`src/rtl/command_queue_pkg.sv`:
```
// Shared definitions for the timing-generator command queue.
//   - Instruction bit positions and ACTION encodings.
//   - reserved_mask(): builds the reserved-bit mask for a given instruction width.
//   - command_t: one packed queue entry at the default field widths.
package command_pkg;

    localparam int INSTR_DIRECTION_BIT = 0;
    localparam int INSTR_ACTION_BIT    = 1;

    localparam logic ACTION_DWELL = 1'b0;
    localparam logic ACTION_PULSE = 1'b1;

    localparam int CMD_SIGNAL_W = 32;
    localparam int CMD_INSTR_W  = 4;

    typedef struct packed {
        logic [CMD_INSTR_W-1:0]  instruction;
        logic [CMD_SIGNAL_W-1:0] pulse_period;
        logic [CMD_SIGNAL_W-1:0] pulse_count;
        logic [CMD_SIGNAL_W-1:0] pulse_width;
    } command_t;

    // Every instruction bit above DIRECTION and ACTION is reserved.
    // The result is built in 64 bits so that a width of 32 does not overflow the shift.
    function automatic logic [31:0] reserved_mask(input int width);
        logic [63:0] all_bits;
        all_bits = (64'd1 << width) - 64'd1;
        all_bits[INSTR_DIRECTION_BIT] = 1'b0;
        all_bits[INSTR_ACTION_BIT]    = 1'b0;
        return all_bits[31:0];
    endfunction

endpackage

```
`src/rtl/command_queue_if.sv`:
```
// Insert/remove bundle of the command queue.
//   master : host bridge / consumer side (drives requests, clear and write data)
//   slave  : the queue itself (drives read data, status and error flags)
interface command_queue_if #(
    parameter int C_DEPTH             = 16,
    parameter int C_SIGNAL_WIDTH      = 32,
    parameter int C_INSTRUCTION_WIDTH = 4
);
    localparam int LW = $clog2(C_DEPTH + 1);

    logic                           clear_buffer;
    logic                           insert_signal;
    logic [C_INSTRUCTION_WIDTH-1:0] insert_instruction;
    logic [C_SIGNAL_WIDTH-1:0]      insert_pulse_period;
    logic [C_SIGNAL_WIDTH-1:0]      insert_pulse_count;
    logic [C_SIGNAL_WIDTH-1:0]      insert_pulse_width;
    logic                           insert_buffer_full;
    logic                           almost_full;
    logic                           remove_signal;
    logic [C_INSTRUCTION_WIDTH-1:0] remove_instruction;
    logic [C_SIGNAL_WIDTH-1:0]      remove_pulse_period;
    logic [C_SIGNAL_WIDTH-1:0]      remove_pulse_count;
    logic [C_SIGNAL_WIDTH-1:0]      remove_pulse_width;
    logic                           remove_valid;
    logic                           remove_buffer_empty;
    logic [LW-1:0]                  level;
    logic                           overflow_error;
    logic                           underflow_error;
    logic                           instruction_error;

    modport master (
        output clear_buffer, insert_signal, insert_instruction,
               insert_pulse_period, insert_pulse_count, insert_pulse_width, remove_signal,
        input  insert_buffer_full, almost_full, remove_instruction, remove_pulse_period,
               remove_pulse_count, remove_pulse_width, remove_valid, remove_buffer_empty,
               level, overflow_error, underflow_error, instruction_error
    );

    modport slave (
        input  clear_buffer, insert_signal, insert_instruction,
               insert_pulse_period, insert_pulse_count, insert_pulse_width, remove_signal,
        output insert_buffer_full, almost_full, remove_instruction, remove_pulse_period,
               remove_pulse_count, remove_pulse_width, remove_valid, remove_buffer_empty,
               level, overflow_error, underflow_error, instruction_error
    );
endinterface

```
`src/rtl/command_queue_mem.sv`:
```
// Register-array entry storage for the command queue.
//   clock   : write clock
//   wr_en   : write strobe; wr_data lands at wr_addr on the clock edge
//   rd_addr : asynchronous read address; rd_data follows it combinationally
module command_queue_mem #(
    parameter int C_DEPTH = 16,
    parameter int C_WIDTH = 100
) (
    input  logic                       clock,
    input  logic                       wr_en,
    input  logic [$clog2(C_DEPTH)-1:0] wr_addr,
    input  logic [C_WIDTH-1:0]         wr_data,
    input  logic [$clog2(C_DEPTH)-1:0] rd_addr,
    output logic [C_WIDTH-1:0]         rd_data
);
    logic [C_WIDTH-1:0] mem_q [C_DEPTH];

    always_ff @(posedge clock) begin
        if (wr_en) begin
            mem_q[wr_addr] <= wr_data;
        end
    end

    assign rd_data = mem_q[rd_addr];
endmodule

```
`src/rtl/command_queue.sv`:
```
// Single-clock command FIFO between the host bridge and the timing generator.
//   clock, reset : single clock, synchronous active-high reset
//   bus (slave)  : insert side (write request, command fields, full/almost_full),
//                  remove side (pop request, head/read data, valid, empty),
//                  fill level and sticky overflow/underflow/instruction error flags.
// C_SHOW_AHEAD=1 presents the head entry whenever the queue is non-empty;
// C_SHOW_AHEAD=0 registers the popped entry and pulses remove_valid for one cycle.
module command_queue
    import command_pkg::*;
#(
    parameter int C_DEPTH             = 16,
    parameter int C_SIGNAL_WIDTH      = CMD_SIGNAL_W,
    parameter int C_INSTRUCTION_WIDTH = CMD_INSTR_W,
    parameter int C_ALMOST_FULL       = 12,
    parameter int C_SHOW_AHEAD        = 1
) (
    input logic           clock,
    input logic           reset,
    command_queue_if.slave bus
);
    localparam int AW = $clog2(C_DEPTH);
    localparam int PW = AW + 1;
    localparam int LW = $clog2(C_DEPTH + 1);
    localparam logic [C_INSTRUCTION_WIDTH-1:0] RESERVED =
        C_INSTRUCTION_WIDTH'(reserved_mask(C_INSTRUCTION_WIDTH));

    typedef struct packed {
        logic [C_INSTRUCTION_WIDTH-1:0] instruction;
        logic [C_SIGNAL_WIDTH-1:0]      pulse_period;
        logic [C_SIGNAL_WIDTH-1:0]      pulse_count;
        logic [C_SIGNAL_WIDTH-1:0]      pulse_width;
    } entry_t;

    logic [PW-1:0] wr_ptr_q, wr_ptr_d, rd_ptr_q, rd_ptr_d;
    logic [LW-1:0] level_q, level_d;
    logic          ovf_q, ovf_d, unf_q, unf_d, ins_q, ins_d;
    logic          empty, full, wr_req, rd_req, wr_bad, wr_en, rd_en;
    entry_t        wr_entry, rd_entry;

    // The extra pointer bit separates "full" from "empty" when the indices match.
    assign empty = (wr_ptr_q == rd_ptr_q);
    assign full  = (wr_ptr_q[AW] != rd_ptr_q[AW]) && (wr_ptr_q[AW-1:0] == rd_ptr_q[AW-1:0]);

    // A flush swallows any request made in the same cycle, errors included.
    assign wr_req = bus.insert_signal && !bus.clear_buffer;
    assign rd_req = bus.remove_signal && !bus.clear_buffer;
    assign wr_bad = (bus.insert_instruction & RESERVED) != '0;
    // Full is judged on registered state only, so a same-cycle pop cannot make room.
    assign wr_en  = wr_req && !full && !wr_bad;
    assign rd_en  = rd_req && !empty;

    assign wr_entry = {bus.insert_instruction, bus.insert_pulse_period,
                       bus.insert_pulse_count, bus.insert_pulse_width};

    always_comb begin
        wr_ptr_d = wr_ptr_q;
        rd_ptr_d = rd_ptr_q;
        level_d  = level_q;
        ovf_d    = ovf_q | (wr_req && full);
        unf_d    = unf_q | (rd_req && empty);
        ins_d    = ins_q | (wr_req && wr_bad);
        if (bus.clear_buffer) begin
            wr_ptr_d = '0;
            rd_ptr_d = '0;
            level_d  = '0;
        end else begin
            if (wr_en) wr_ptr_d = wr_ptr_q + PW'(1);
            if (rd_en) rd_ptr_d = rd_ptr_q + PW'(1);
            case ({wr_en, rd_en})
                2'b10:   level_d = level_q + LW'(1);
                2'b01:   level_d = level_q - LW'(1);
                default: level_d = level_q;
            endcase
        end
    end

    always_ff @(posedge clock) begin
        if (reset) begin
            wr_ptr_q <= '0;
            rd_ptr_q <= '0;
            level_q  <= '0;
            ovf_q    <= 1'b0;
            unf_q    <= 1'b0;
            ins_q    <= 1'b0;
        end else begin
            wr_ptr_q <= wr_ptr_d;
            rd_ptr_q <= rd_ptr_d;
            level_q  <= level_d;
            ovf_q    <= ovf_d;
            unf_q    <= unf_d;
            ins_q    <= ins_d;
        end
    end

    command_queue_mem #(.C_DEPTH(C_DEPTH), .C_WIDTH($bits(entry_t))) u_mem (
        .clock   (clock),
        .wr_en   (wr_en),
        .wr_addr (wr_ptr_q[AW-1:0]),
        .wr_data (wr_entry),
        .rd_addr (rd_ptr_q[AW-1:0]),
        .rd_data (rd_entry)
    );

    assign bus.insert_buffer_full  = full;
    assign bus.almost_full         = (level_q >= LW'(C_ALMOST_FULL));
    assign bus.remove_buffer_empty = empty;
    assign bus.level               = level_q;
    assign bus.overflow_error      = ovf_q;
    assign bus.underflow_error     = unf_q;
    assign bus.instruction_error   = ins_q;

    if (C_SHOW_AHEAD != 0) begin : g_show_ahead
        // Storage is not reset, so the head is forced to zero while nothing valid is held.
        entry_t head;
        assign head                    = empty ? '0 : rd_entry;
        assign bus.remove_valid        = !empty;
        assign bus.remove_instruction  = head.instruction;
        assign bus.remove_pulse_period = head.pulse_period;
        assign bus.remove_pulse_count  = head.pulse_count;
        assign bus.remove_pulse_width  = head.pulse_width;
    end else begin : g_normal
        entry_t out_q, out_d;
        logic   vld_q, vld_d;

        // Read data holds between pops; valid is a single-cycle strobe.
        always_comb begin
            out_d = out_q;
            vld_d = 1'b0;
            if (rd_en) begin
                out_d = rd_entry;
                vld_d = 1'b1;
            end
        end

        always_ff @(posedge clock) begin
            if (reset) begin
                out_q <= '0;
                vld_q <= 1'b0;
            end else begin
                out_q <= out_d;
                vld_q <= vld_d;
            end
        end

        assign bus.remove_valid        = vld_q;
        assign bus.remove_instruction  = out_q.instruction;
        assign bus.remove_pulse_period = out_q.pulse_period;
        assign bus.remove_pulse_count  = out_q.pulse_count;
        assign bus.remove_pulse_width  = out_q.pulse_width;
    end
endmodule
```
`src/flat_wrapper.sv`:
```
// flat-port wrapper written by rule: the top's interface ports become plain ports
module command_queue_flat import command_pkg::*;
#(
    parameter int C_DEPTH             = 16,
    parameter int C_SIGNAL_WIDTH      = CMD_SIGNAL_W,
    parameter int C_INSTRUCTION_WIDTH = CMD_INSTR_W,
    parameter int C_ALMOST_FULL       = 12,
    parameter int C_SHOW_AHEAD        = 1
)
  (clock, reset, bus_clear_buffer, bus_insert_signal, bus_insert_instruction, bus_insert_pulse_period, bus_insert_pulse_count, bus_insert_pulse_width, bus_remove_signal, bus_insert_buffer_full, bus_almost_full, bus_remove_instruction, bus_remove_pulse_period, bus_remove_pulse_count, bus_remove_pulse_width, bus_remove_valid, bus_remove_buffer_empty, bus_level, bus_overflow_error, bus_underflow_error, bus_instruction_error);
  command_queue_if #(.C_DEPTH(C_DEPTH), .C_SIGNAL_WIDTH(C_SIGNAL_WIDTH), .C_INSTRUCTION_WIDTH(C_INSTRUCTION_WIDTH)) bus_i ();
  input logic clock;
  input logic reset;
  input wire logic [$bits(bus_i.clear_buffer)-1:0] bus_clear_buffer;
  input wire logic [$bits(bus_i.insert_signal)-1:0] bus_insert_signal;
  input wire logic [$bits(bus_i.insert_instruction)-1:0] bus_insert_instruction;
  input wire logic [$bits(bus_i.insert_pulse_period)-1:0] bus_insert_pulse_period;
  input wire logic [$bits(bus_i.insert_pulse_count)-1:0] bus_insert_pulse_count;
  input wire logic [$bits(bus_i.insert_pulse_width)-1:0] bus_insert_pulse_width;
  input wire logic [$bits(bus_i.remove_signal)-1:0] bus_remove_signal;
  output wire logic [$bits(bus_i.insert_buffer_full)-1:0] bus_insert_buffer_full;
  output wire logic [$bits(bus_i.almost_full)-1:0] bus_almost_full;
  output wire logic [$bits(bus_i.remove_instruction)-1:0] bus_remove_instruction;
  output wire logic [$bits(bus_i.remove_pulse_period)-1:0] bus_remove_pulse_period;
  output wire logic [$bits(bus_i.remove_pulse_count)-1:0] bus_remove_pulse_count;
  output wire logic [$bits(bus_i.remove_pulse_width)-1:0] bus_remove_pulse_width;
  output wire logic [$bits(bus_i.remove_valid)-1:0] bus_remove_valid;
  output wire logic [$bits(bus_i.remove_buffer_empty)-1:0] bus_remove_buffer_empty;
  output wire logic [$bits(bus_i.level)-1:0] bus_level;
  output wire logic [$bits(bus_i.overflow_error)-1:0] bus_overflow_error;
  output wire logic [$bits(bus_i.underflow_error)-1:0] bus_underflow_error;
  output wire logic [$bits(bus_i.instruction_error)-1:0] bus_instruction_error;
  assign bus_i.clear_buffer = bus_clear_buffer;
  assign bus_i.insert_signal = bus_insert_signal;
  assign bus_i.insert_instruction = bus_insert_instruction;
  assign bus_i.insert_pulse_period = bus_insert_pulse_period;
  assign bus_i.insert_pulse_count = bus_insert_pulse_count;
  assign bus_i.insert_pulse_width = bus_insert_pulse_width;
  assign bus_i.remove_signal = bus_remove_signal;
  assign bus_insert_buffer_full = bus_i.insert_buffer_full;
  assign bus_almost_full = bus_i.almost_full;
  assign bus_remove_instruction = bus_i.remove_instruction;
  assign bus_remove_pulse_period = bus_i.remove_pulse_period;
  assign bus_remove_pulse_count = bus_i.remove_pulse_count;
  assign bus_remove_pulse_width = bus_i.remove_pulse_width;
  assign bus_remove_valid = bus_i.remove_valid;
  assign bus_remove_buffer_empty = bus_i.remove_buffer_empty;
  assign bus_level = bus_i.level;
  assign bus_overflow_error = bus_i.overflow_error;
  assign bus_underflow_error = bus_i.underflow_error;
  assign bus_instruction_error = bus_i.instruction_error;
  command_queue #(.C_DEPTH(C_DEPTH), .C_SIGNAL_WIDTH(C_SIGNAL_WIDTH), .C_INSTRUCTION_WIDTH(C_INSTRUCTION_WIDTH), .C_ALMOST_FULL(C_ALMOST_FULL), .C_SHOW_AHEAD(C_SHOW_AHEAD)) u_core (.clock(clock), .reset(reset), .bus(bus_i));
endmodule
```
`config.mk`:
```
export PLATFORM = sky130hd
export DESIGN_NAME = command_queue_flat
export DESIGN_NICKNAME = d
export VERILOG_FILES = /design/src/rtl/command_queue_pkg.sv /design/src/rtl/command_queue_if.sv /design/src/rtl/command_queue_mem.sv /design/src/rtl/command_queue.sv /design/src/flat_wrapper.sv
export SDC_FILE = /design/constraint.sdc
export NUM_CORES = 1
export LEC_CHECK = 0
export ABC_AREA = 1
export CORE_MARGIN = 4
export CORE_UTILIZATION = 35
export CTS_CLUSTER_DIAMETER = 120
export DETAILED_ROUTE_END_ITERATION = 6
export PLACE_DENSITY_LB_ADDON = 0.2
export SKIP_CTS_REPAIR_TIMING = 1
export SYNTH_ARGS = -nofsm -noshare
export SYNTH_HDL_FRONTEND = slang
export SYNTH_SLANG_ARGS = --single-unit
```
`constraint.sdc`:
```
create_clock -name clock -period 13.5 [get_ports clock]
set_input_delay 2.7 -clock clock [delete_from_list [all_inputs] [get_ports clock]]
set_output_delay 2.7 -clock clock [all_outputs]
set_load 0.02 [all_outputs]
```
==> results.tsv, run 1 <==
metric	value	unit
top cells by count, synth	1600 x edfxtp_1, 1395 x nor2_1, 571 x nand3_1	
Crit. End Element	primary output	
I/O Pins	217	
Finish-stage setup viols	0	
post-synthesis cell count	5405	
final hold viol count	0	
Clk Latency, worst-skew pair	0.81	ns
crit start category	flip-flop	
first-pass GRT wire length	275000	µm
Slew Viols, Final	0	
area delta synth->final	14.4	%
CTS clock-pin slew for the worst setup and hold paths	0.06	ns
via total after detailed routing	41300	
RSZ-0062 raised after global routing	false	
main flop type after synthesis	edfxtp_1	
most frequent cell after synthesis	edfxtp_1	
H-tree levels	4	
fmax	113	MHz
number of enable flip-flop cells after synthesis	1600	
crit path time final	8.84	ns
GRT overflow	0	
Setup Skew	0.0182	ns
Non-Filler Instances	8127	
count of different cell masters after synthesis	27	
grt met2 use	0.311	
CTS tree	done	
Die ar.	193000	µm²
Inst Count DP	7812	
post-synth top area share	0.737	
worst-path fanout max	98	
Post-Syn Area per Cell	12.1	µm²
chip width	440	µm
Reg area	48500	µm²
share of layout cells above drive strength 1	0.0543	
WP data arrival	6.14	ns
largest net degree at the start of global routing	241	
Starting Density	0.352	
critical path type	flip-flop to primary output	
DRT Pass-1 Iters	6	
grt met3 use	0.0306	
worst min path class	flip-flop to flip-flop	
vias in the first global route	40100	
Mapped Area	65200	µm²
area leader, netlist	edfxtp_1	
max-cap violation count	0	
root buf cell	clkbuf_16	
P_leak	24.9	nW
setup_tns	0	ns
antenna-violating nets left	0	
# DRC	0	
Crit path required time	10.80	ns
port bufs	216	
Via density	5.09	
period utilization	0.655	
Seq/Total Area, Yosys	0.744	
final estimated routing congestion in global placement	0.716	
pwr dens	136	nW/µm²
fillcell total	17400	
maximum VDD drop	126	µV
CTS Buf Count	172	
top cells by area, synth	edfxtp_1 74%, nor2_1 8.0%, nand3_1 4.4%	
Top Usage Layer GRT	met2	
syn_nets	5518	
sink count of the clock tree	1622	
Async S/R FF share, synth	0	
FP Rows	158	
final net count	5619	
gr usage total	0.191	
worst-case clock buffer depth	3	
Slew headroom	0.236	
Ys Warns	0	
number of synthesized register bits	1622	
initial antenna violation count	26	
routed len/inst	23.1	µm
run status	completed	
measured slew at the worst slew-check pin	1.15	ns
1st-iter DRT viols	3911	
hold_ws	0.473	ns
Routed WL	188000	µm
die height	440	µm
Multi-input gate area	14600	µm²
met1 Resource Use GR	0.269	
Placeable Area	185000	µm²
DPL Wire Length	78900	µm
[kinds of logic (layout without fill, tap and decap cells)]
| family | count (synthesis) | count (layout) | synth area share |
|---|---|---|---|
| fa+ha+maj | 8 | 8 | 0.00154 |
| compound gates | 848 | 848 | 0.0655 |
| buf+inv | 434 | 667 | 0.0335 |
| other cells | 0 | 9 | 0 |
| xor+xnor | 7 | 7 | 0.000941 |
| simple gates | 2486 | 2486 | 0.155 |
| flops | 1622 | 1622 | 0.744 |
[placed cells by master, fill, tap and decap left out, drive strengths merged]
cell type and instances:
dfxtp 22, a21o 1, clkinvlp 4, diode 9
nand3 573, a21oi 147, xnor2 2, clkbuf 222
or2 1, o211ai 8, buf 54, inv 99
o21ai 691, xor2 5, nand4 5, o21bai 1
nor2 1396, ha 8, nor3 1, edfxtp 1600
clkinv 65, bufinv 7, clkdlybuf4s50 216, nand2 510
[critical path, cell delays in order (launching register included)]
cell and delay [ns]:
dfxtp_4 0.85, buf_4 0.93, buf_4 0.84, buf_4 0.95, nor2_1 0.12, nor2_1 0.12, o21ai_1 0.09, nand3_1 0.13
nand3_1 0.09, a21oi_1 0.30, clkdlybuf4s50_1 0.69
[report_power, final]
part / internal [mW] / switching, mW
Sequential: 5.54 / 0.00238
Combinational: 0.0534 / 0.128
Clock: 2.49 / 1.95
Total: 8.08 / 2.08
[layer usage]
metal | routed length (µm) | part of all wire
met1 | 86100 | 0.46
met2 | 88200 | 0.47
met3 | 9930 | 0.053
met5 | 78 | 0.00042
met4 | 3460 | 0.018
[area by class of cell]
type	count	area share
multi-input cells	3349	0.196
well taps	2480	0.0416
clock buffers	222	0.0605
diodes	9	0.000302
clock inverters	84	0.00918
repair buffers	270	0.0369
inverters	91	0.00523
flip-flops and latches	1622	0.650
[worst paths after layout]
| path | from | end | slack [ns] | depth (start not counted) |
|---|---|---|---|---|
| max | flip-flop | bus_remove_pulse_count[31] | 4.66 | 10 |
| min | u_core.bus.overflow_error$_SDFF_PP0_ | u_core.bus.overflow_error$_SDFF_PP0_ | 0.47 | 2 |
| max reg2reg | u_core.wr_ptr_q[1]$_SDFFE_PP0P_ | u_core.u_mem.mem_q[2][63]$_DFFE_PP_ | 9.72 | 10 |
| min reg2reg | u_core.bus.overflow_error$_SDFF_PP0_ | u_core.bus.overflow_error$_SDFF_PP0_ | 0.47 | 2 |
[per-stage QoR]
stage	cell area, µm²	power (mW)	setup slack, ns	utilization
after floorplan	65200	5.70	5.30	-
after global placement	69400	5.83	5.52	0.374
after detailed placement	69400	5.83	5.49	0.374
after CTS	74600	10.3	4.56	0.403
after global routing	74600	10.5	4.27	0.403
final	74600	10.2	4.66	0.403
[registers in the layout, indices dropped and copies added (netlist names), named ones only]
signal	count
u_core.rd_ptr_q	5
u_core.wr_ptr_q	5
u_core.bus.level	5
u_core.bus.overflow_error	1
u_core.u_mem.mem_q	1600
u_core.bus.underflow_error	1
u_core.bus.instruction_error	1
(Power assumes the default switching activity.)
==> run 2: changes to the inputs <==
clock period = 9.08 ns   (was 13.5 ns; I/O delays follow)
==> run 2 against run 1 <==
Effect of this change: wire length down 1.5%; largest cell class unchanged; worst hold slack improved by 0.0094 ns; register-to-register slack worse by 4.0 ns; utilization grew 0.19 points; die area did not move; first-iteration DRC count decreased by 6.2%; largest power group unchanged; clock skew is 0.021 ns higher; sequential share of layout area fell by 0.30 points; critical path type unchanged; total power grew 51%.
==> results.tsv, run 2 (synthesis results as in run 1) <==
metric	value	unit	change
run status	completed		
gr usage total	0.188		-0.00288
maximum VDD drop	149	µV	+18%
initial antenna violation count	21		-19%
area delta synth->final	15.0	%	
Logic pwr share	0.017		about the same
via total after detailed routing	40800		-1.3%
WP data arrival	4.79	ns	-1.35 ns
routed len/inst	22.7	µm	-1.7%
final core utilization	0.405		+0.00186
H-tree levels	4		unchanged
antenna-violating nets left	0		unchanged
Final Power	15.4	mW	+51%
Slowest-stage cell, CP	buf_4		
Slew Viols, Final	0		unchanged
period utilization	0.728		
Placeable Area	185000	µm²	unchanged
Int Pwr	12.2	mW	+51%
max-cap violation count	0		unchanged
Inst Count DP	7813		+0.013%
chip width	440	µm	unchanged
# DRC	0		unchanged
pwr dens	205	nW/µm²	+50%
crit start category	flip-flop		
vias in the first global route	39700		-0.96%
setup_tns	0	ns	unchanged
final estimated routing congestion in global placement	0.720		+0.52%
DRT Pass-1 Iters	6		unchanged
measured slew at the worst slew-check pin	1.23	ns	+0.0857 ns
Finish-stage setup viols	0		unchanged
root buf cell	clkbuf_16		
critical path type	flip-flop to primary output		
share of layout cells above drive strength 1	0.0543		about the same
GRT overflow	0		unchanged
Crit. End Element	primary output		
largest net degree at the start of global routing	251		+4.1%
worst-path cell chain	buf_12, buf_4, nor2_1, nor2_1, o21ai_0, nand3_1, nand3_1, a21oi_1, clkdlybuf4s50_1		
I/O Pins	217		unchanged
fmax	151	MHz	
DP Worst Slack	3.26	ns	-2.23 ns
commonest non-fill, non-tap cells in the layout	1600 x edfxtp_1, 1380 x nor2_1, 571 x nand3_1, 510 x nand2_1, 473 x o21ai_0		
crit-path max cell delay	0.92	ns	-0.03 ns
Setup Skew	0.0395	ns	+0.0214 ns
Clk Latency, worst-skew pair	0.83	ns	+0.02 ns
1st-iter DRT viols	3667		-6.2%
CTS tree	done		
port bufs	216		unchanged
Non-Filler Instances	8141		+0.17%
Crit path required time	7.26	ns	-3.54 ns
final net count	5626		+0.12%
Slew headroom	0.179		-0.0572
P_leak	25.1	nW	+0.56%
Starting Density	0.352		unchanged
Worst Slack Setup Final	2.47	ns	-2.18 ns
CTS Buf Count	178		+3.5%
Sequential Power Share	0.536		-0.009
worst-case clock buffer depth	3		unchanged
Routed WL	185000	µm	-1.5%
crit path time final	6.61	ns	
sink count of the clock tree	1622		unchanged
first-pass GRT wire length	269000	µm	-2.1%
switching power	3.14	mW	+51%
Die ar.	193000	µm²	unchanged
die height	440	µm	unchanged
worst-path fanout max	183		+87%
Largest register FFs	1600		unchanged
most common cell after layout, fill and taps aside	edfxtp_1		
FP Rows	158		unchanged
Via density	5.01		-1.4%
final hold viol count	0		unchanged
Switching Share	0.205		about the same
worst min path class	flip-flop to flip-flop		
clock power share	0.446		+0.009
DPL Wire Length	78100	µm	-0.99%
Largest Register	u_core.u_mem.mem_q		
RSZ-0062 raised after global routing	false		
CTS clock-pin slew for the worst setup and hold paths	0.05	ns	about the same
-- run 2: changes by cell type in the layout (fill, tap and decap cells not counted), sizes merged, moves of 2 or more --
| cell | previous run | this run |
|---|---|---|
| clkinv | 65 | 70 |
| bufinv | 7 | 9 |
| clkbuf | 222 | 230 |
| inv | 99 | 97 |
-- run 2: layout make-up --
type | count | area, µm²
Sequential cell | 1622 | 48500
Tap cell | 2480 | 3100
Clock inverter | 88 | 791
Fill cell | 17300 | 110000
Multi-Input combinational cell | 3349 | 14600
Clock buffer | 230 | 4690
Antenna cell | 10 | 25.0
Inverter | 91 | 390
Timing Repair Buffer | 271 | 2810
-- run 2: per-stage QoR --
step	cell area [µm²]	hold WS [ns]
2_1_floorplan	65200	0.478
3_3_place_gp	69400	0.461
3_5_place_dp	69400	0.470
4_1_cts	74900	0.486
5_1_grt	74900	0.519
6_report	74900	0.482
-- run 2: power by group through the flow --
stage	clock network (mW)	logic (mW)	registers (mW)
2_1_floorplan	0	0.0795	8.40
3_3_place_gp	0	0.266	8.39
3_5_place_dp	0	0.269	8.39
4_1_cts	7.03	0.271	8.24
5_1_grt	7.34	0.295	8.23
6_report	6.86	0.266	8.24
-- run 2: layer usage --
metal / wire (µm) / vias to the layer above / GRT usage
met1: 83700 / 20300 / 0.257
met3: 9570 / 250 / 0.0333
met5: 55 / - / 0
met2: 87600 / 944 / 0.309
met4: 4000 / 8 / 0.0512
li1: - / 19300 / -
-- run 2: worst paths after layout --
path                                                              start                                 endpoint  slack (ns)  depth (start not counted)
worst min register to register  u_core.bus.instruction_error$_SDFF_PP0_  u_core.bus.instruction_error$_SDFF_PP0_        0.48                          2
worst max-delay path                                          flip-flop              bus_remove_pulse_period[22]        2.47                          9
worst min-delay path            u_core.bus.instruction_error$_SDFF_PP0_  u_core.bus.instruction_error$_SDFF_PP0_        0.48                          2
worst max register to register          u_core.wr_ptr_q[1]$_SDFFE_PP0P_      u_core.u_mem.mem_q[1][39]$_DFFE_PP_        5.69                         10
-- run 2: critical path, delay by kind of cell (launching register included) --
family	cells	cell delay [ns]
flip-flops	1	0.59
AO/OA/AOI/OAI	2	0.48
AND/OR/NAND/NOR	4	0.43
buffers and inverters	3	2.30
